[src/rtl/serial_frame_rx.sv]
// serial_frame_rx: deserialising receiver for a start / N data (LSB first) /
// optional even parity / stop serial frame, fed by an upstream shift register.
//
// Ports:
//   clk         rising-edge clock
//   rst         asynchronous active-low reset
//   sin         serial line, idle high
//   bit_en      sample strobe; sin is consumed only when bit_en=1
//   ready       downstream accepts q this cycle when valid=1
//   q           received data word, stable while valid=1
//   valid       q holds an unconsumed word
//   busy        receiver is inside a frame (any state other than IDLE)
//   parity_err  one-cycle pulse on a parity mismatch
//   frame_err   one-cycle pulse on a zero stop bit
//   overrun     one-cycle pulse when a good word is dropped (output full)
module serial_frame_rx #(
    parameter int unsigned N         = 5,
    parameter bit          PARITY_EN = 1'b1
) (
    input  logic         clk,
    input  logic         rst,
    input  logic         sin,
    input  logic         bit_en,
    input  logic         ready,
    output logic [N-1:0] q,
    output logic         valid,
    output logic         busy,
    output logic         parity_err,
    output logic         frame_err,
    output logic         overrun
);

    localparam int unsigned CW = (N > 1) ? $clog2(N) : 1;

    typedef enum logic [2:0] {
        S_IDLE,
        S_DATA,
        S_PAR,
        S_STOP,
        S_WAIT_IDLE
    } state_t;

    state_t          r_state;
    logic [CW-1:0]   r_cnt;
    logic [N-1:0]    r_shift;
    logic            r_par;
    logic [N-1:0]    r_q;
    logic            r_valid;
    logic            r_busy;
    logic            r_parity_err;
    logic            r_frame_err;
    logic            r_overrun;

    logic            w_last_bit;
    logic            w_par_ok;
    logic            w_stop_eval;
    logic            w_good;
    logic            w_load;

    // Frame evaluation happens on the qualified stop-bit sample
    assign w_last_bit  = (r_cnt == CW'(N - 1));
    assign w_par_ok    = !PARITY_EN || ((^{r_shift, r_par}) == 1'b0);
    assign w_stop_eval = bit_en && (r_state == S_STOP);
    assign w_good      = w_stop_eval && sin && w_par_ok;
    // A good word loads when the slot is empty or is being drained this cycle
    assign w_load      = w_good && (!r_valid || ready);

    // Receive FSM, output handshake and error pulses
    always_ff @(posedge clk or negedge rst) begin
        if (!rst) begin
            r_state      <= S_IDLE;
            r_cnt        <= '0;
            r_shift      <= '0;
            r_par        <= 1'b0;
            r_q          <= '0;
            r_valid      <= 1'b0;
            r_busy       <= 1'b0;
            r_parity_err <= 1'b0;
            r_frame_err  <= 1'b0;
            r_overrun    <= 1'b0;
        end else begin
            r_parity_err <= 1'b0;
            r_frame_err  <= 1'b0;
            r_overrun    <= 1'b0;

            if (w_load) begin
                r_q     <= r_shift;
                r_valid <= 1'b1;
            end else if (r_valid && ready) begin
                r_valid <= 1'b0;
            end

            // Frame error dominates parity error; overrun only for good words
            if (w_stop_eval) begin
                if (!sin) begin
                    r_frame_err <= 1'b1;
                end else if (!w_par_ok) begin
                    r_parity_err <= 1'b1;
                end else if (!w_load) begin
                    r_overrun <= 1'b1;
                end
            end

            if (bit_en) begin
                case (r_state)
                    S_IDLE: begin
                        if (!sin) begin
                            r_state <= S_DATA;
                            r_cnt   <= '0;
                            r_busy  <= 1'b1;
                        end
                    end
                    S_DATA: begin
                        // Shift right so the first data bit ends at bit 0
                        r_shift <= {sin, r_shift[N-1:1]};
                        r_cnt   <= r_cnt + CW'(1);
                        if (w_last_bit) begin
                            r_state <= PARITY_EN ? S_PAR : S_STOP;
                        end
                    end
                    S_PAR: begin
                        r_par   <= sin;
                        r_state <= S_STOP;
                    end
                    S_STOP: begin
                        if (sin) begin
                            r_state <= S_IDLE;
                            r_busy  <= 1'b0;
                        end else begin
                            r_state <= S_WAIT_IDLE;
                        end
                    end
                    S_WAIT_IDLE: begin
                        // A held-low (break) line must not look like a new start
                        if (sin) begin
                            r_state <= S_IDLE;
                            r_busy  <= 1'b0;
                        end
                    end
                    default: begin
                        r_state <= S_IDLE;
                        r_busy  <= 1'b0;
                    end
                endcase
            end
        end
    end

    assign q          = r_q;
    assign valid      = r_valid;
    assign busy       = r_busy;
    assign parity_err = r_parity_err;
    assign frame_err  = r_frame_err;
    assign overrun    = r_overrun;

endmodule

[config.mk]
export PLATFORM = sky130hd
export DESIGN_NAME = serial_frame_rx
export DESIGN_NICKNAME = d
export VERILOG_FILES = /design/src/rtl/serial_frame_rx.sv
export SDC_FILE = /design/constraint.sdc
export NUM_CORES = 1
export LEC_CHECK = 0
export CAP_MARGIN = 20
export CORE_ASPECT_RATIO = 0.7
export CORE_MARGIN = 2
export CORE_UTILIZATION = 50
export CTS_CLUSTER_SIZE = 8
export DETAILED_ROUTE_END_ITERATION = 8
export PLACE_DENSITY = 0.78
export SLEW_MARGIN = 25
export SYNTH_ARGS = -nofsm -noshare
export SYNTH_HDL_FRONTEND = slang
export SYNTH_SLANG_ARGS = --single-unit
[constraint.sdc]
create_clock -name clk -period 3.75 [get_ports clk]
set_input_delay 1.125 -clock clk [delete_from_list [all_inputs] [get_ports clk]]
set_output_delay 1.125 -clock clk [all_outputs]
set_load 0.1 [all_outputs]
# Word level (Yosys, flattened, before mapping)
# Index checks and enable logic that the tools add are counted.
# classes
n_eq_ne	9
n_addsub	1
n_reduce_logical	18
bitwise	2
muxes	21
# op_table
cell	n
3-bit 2-to-1 mux	5
3-bit one-hot mux with 5 select lines	1
1-bit 2-to-1 mux	13
4-bit AND reduction	2
3-bit by 2-bit equality test with 1-bit output (second input constant)	2
3-bit equality test (second input constant)	2
2-bit != test (second input constant)	3
3-bit one-hot mux with 2 select lines	1
6-bit parity	1
1-bit logical AND	5
2-bit AND reduction	2
2-bit nonzero test	2
2-bit OR reduction	2
3-bit by 1-bit adder with 3-bit output (second input constant)	1
3-bit by 1-bit equality test with 1-bit output (second input constant)	1
3-bit logical NOT	1
1-bit one-hot mux with 3 select lines	1
3-bit AND reduction	1
2-bit by 1-bit != test with 1-bit output (second input constant)	1
1-bit NOT	2
1-bit logical NOT	1
1-bit logical OR	1
# totals
out_inout_bits	10
reg_bits	22
elab_cells	61

# Depth between registers and ports, before layout
# logic_depth
word_depth	9
ltp_mapped	6
mapped_depth_nobuf	5

# Least setup slack after synthesis
# No wires, ideal clock.
# synth_timing
path_type	in2reg
start	input port bit_en
end	register r_shift[0]
cell_stages	5
setup_ns	0.125
path_slack_ns	1.555
arrival_time_ns	2.070
path_cell_list	nand2b_1 > nor2_1 > and2_1 > clkbuf_1 > mux2_2
# synth_via
elab_chain_len	1
# synth_lines
element	line	rtl
start: declaration	23	input logic bit_en,
2-bit AND reduction (no source line)	-	
end signal: assignment	115	r_shift <= {sin, r_shift[N-1:1]};
end: declaration	45	logic [N-1:0] r_shift;
# Every way passes these cells.
# A chain may end at the register's enable or synchronous reset.

# Worst setup path in the final report
# layout_timing
start	input port bit_en
end	register r_q[0], in the netlist q[0]
# layout_via
elab_chain_len	4
# layout_lines
element	line	rtl
1-bit logical AND	63	assign w_stop_eval = bit_en && (r_state == S_STOP);
1-bit logical AND (2 in series)	64	assign w_good = w_stop_eval && sin && w_par_ok;
1-bit logical AND	66	assign w_load = w_good && (!r_valid || ready);
end signal: assignment	87	r_q <= r_shift;
end: declaration	47	logic [N-1:0] r_q;
# Every way passes these cells.

==> metrics.csv <==
stage,metric,value,unit
routing,Pre-Repair DR Iteration Count,4,
min_path,Hold Crit Class,register to register,
setup_path,Crit. End Element,register,
global_routing,pin count of the biggest net entering global routing,23,
floorplanning,IO Pins,15,
routing,final WL,1.748,mm
yosys,Syn Area/Cell,11.22,sq um
setup_path,CP arrival,2.70,ns
routing,drt drc,0,
setup_path,CP Class,input pin to register,
timing,FMAX,400.7,MHz
yosys,Post-Syn Instances,95,
floorplanning,Die Wd,59.19,um
min_path,Worst Hold End,q[1],
timing,"Hold Vio Cnt, Final",0,
clocking,post-cts resize count,0,
min_path,hold path depth,1,
setup_path,reg2reg start,r_shift[2],
yosys,Synth Flop Type,dfrtp_1,
timing,Max-Slew Margin vs Limit,68.32,%
yosys,yosys synthesis warning count,0,
timing,post-route setup TNS,0,ns
timing,final setup fails,0,
yosys,largest cells by area after synthesis,"dfrtp_1, mux2_2, o21ai_0, xnor2_1, a21oi_1",
floorplanning,initial core utilization,55.07,%
timing,"Slew Viols, Final",0,
floorplanning,Core Footprint,0.001936,sq mm
job,Max-Cap Viols,0,
timing,Clock Skews,0.005539,ns
setup_path,critical path's largest stage delay,0.53,ns
min_path,min-delay src,q[1],
routing,via/cell ratio,5.313,
timing,Worst-Margin Slew,0.4751,ns
yosys,post-synth top area share,51.64,%
global_routing,antenna violations before repair,0,
clocking,Clock transition at path regs,0.11,ns
setup_path,worst flop-to-flop path endpoint,q[0],
outcome,status,"finished, final reports clean",
global_routing,global-route wire length before repair,2.946,mm
layout,# diodes,0,
layout,"Area growth, synth to finish",13.50,%
yosys,Post-Synthesis Cell Area,0.001066,sq mm
placement,Post-DP HPWL,1.302,mm
clocking,worst skew pair latency,0.31,ns
clocking,setup bufs post-CTS,0,
global_routing,grt total ovfl,0,
yosys,synth unique cells,29,
setup_path,"slowest stage cell, crit path",clkdlybuf4s50_1,
yosys,leading area contributor after synthesis,dfrtp_1,
setup_path,Worst path depth,6,
placement,# port buffers,14,
layout,final core utilization,62.51,%
timing,RSZ-0062 raised after global routing,no,
clocking,CTS hold repair buffers,0,
timing,min Tclk post-route,2.496,ns
global_routing,GR Util All Layers,15.86,%
setup_path,CP Launch Type,input pin,
floorplanning,Die Height,42.63,um
yosys,Synth Register Bits,22,
yosys,async set or reset register ratio after synthesis,100.0,%
clocking,Num CTS Buffers,3,
routing,ANT nets after route,0,
clocking,clock buffer depth,2,
layout,share of cells above drive strength 1,23.85,%
layout,# nets final,117,
routing,wire per inst,13.34,um
floorplanning,DIE AREA,0.002523,sq mm
setup_path,Buffers & Inverters on Critical Path,1,
setup_path,crit-path leading delay family,simple AND/OR/NAND/NOR gates,
setup_path,Worst Path Required,3.95,ns
clocking,H-tree depth,1,
yosys,"Seq/Total Area, Yosys",51.64,%
global_routing,vias in the first global route,639,
clocking,CTS tree,built,
clocking,Root Buffer,clkbuf_4,
yosys,"EDFF count, synth",0,
yosys,"Net Count, Synth",102,
floorplanning,row count,13,
setup_path,internal reg-to-reg setup slack,1.80,ns
placement,routability cong.,0.8773,
setup_path,R2R cell count,5,
routing,via count,696,
routing,Iteration-0 DRC Markers,27,
clocking,clock sink count,22,
setup_path,Crit Path Max Fanout,5,
timing,ratio of final minimum period to clock period,66.55,%
setup_path,critical-path cell list,clkdlybuf4s50_1 > nand2b_1 > nor2_1 > and3_2 > nand2_4 > mux2_1,
[metal layers]
layer / share of wire (%) / vias to the layer above / global-route usage [%] / routed length, um
met5: 0 / - / 0 / 0
met2: 38 / 17 / 20.88 / 657
met4: 1.5 / 0 / 5.455 / 27
met3: 6.4 / 4 / 5.864 / 111
li1: - / 358 / - / -
met1: 54 / 317 / 23.53 / 951
[per-stage QoR]
| step | hold slack, ns | instances | worst slack (ns) | area [sq um] |
|---|---|---|---|---|
| after CTS | 0.5188 | 131 | 1.274 | 1215 |
| after global routing | 0.5375 | 131 | 1.176 | 1210 |
| final | 0.5133 | 131 | 1.254 | 1210 |
| after detailed placement | 0.4874 | 127 | 0.9315 | 1179 |
| after global placement | 0.4820 | 127 | 0.9339 | 1179 |
| after floorplan | 0.4950 | 95 | 1.555 | 1066 |
[kinds of logic after synthesis]
| group | after synthesis | synth area share, % |
|---|---|---|
| and+or+nand+nor | 21 | 10.21 |
| AOI/OAI and AO/OA | 23 | 12.80 |
| adders and majority gates | 2 | 2.347 |
| muxes | 9 | 9.858 |
| xor gates and xnor gates | 7 | 7.864 |
| DFF | 22 | 51.64 |
| buffers and inverters | 11 | 5.282 |
[worst reg2reg max path, cell delays in order, from the launching register on]
cell	delay (ns)
dfrtp_1	0.44
xnor2_1	0.34
xnor3_2	0.46
xor2_2	0.21
nand2_4	0.09
mux2_1	0.32
[cells in the mapped netlist, types with 2 or more instances]
cell,count
a21oi_1,6
a22o_1,2
buf_6,2
clkbuf_1,2
dfrtp_1,22
ha_1,2
inv_1,7
mux2_1,2
mux2_2,6
nand2_1,3
nand3_1,2
nor2_1,6
nor3_1,4
o21ai_0,10
xnor2_1,5
[cell usage in the layout, fill, tap and decap left out, types with 2 or more instances in the layout]
master / n
a21oi_1: 6
buf_4: 10
nand3_1: 2
a22o_1: 2
clkbuf_4: 3
mux2_1: 2
xnor2_1: 5
dfrtp_1: 22
clkdlybuf4s50_1: 3
mux2_2: 6
nor3_1: 4
ha_1: 2
nor2_1: 6
inv_1: 7
o21ai_0: 10
nand2_1: 3
[worst max-delay path by stage]
stage                start          to  slack, ns
floorplan           bit_en  r_shift[0]       1.55
global placement    bit_en        q[0]       0.93
detailed placement  bit_en        q[0]       0.93
CTS                 bit_en        q[0]       1.27
global route        bit_en        q[0]       1.18
finish              bit_en        q[0]       1.25
[state kept, by name, summed over array words and instances (netlist names)]
register    cells
r_state         3
frame_err       1
r_shift         5
parity_err      1
q               5
r_cnt           3
busy            1
r_par           1
valid           1
overrun         1
[area by class of cell]
cell class              count  area, sq um
fillers                   157        725.7
flip-flops and latches     22        550.5
multi-input cells          62        459.2
repair buffers             14        110.1
clock buffers               4        36.28
well taps                  22        27.53
inverters                   7        26.28
Power is left out: the tool's default activity adds up to more than one toggle a clock period on the data nets, which glitch-free logic cannot reach.
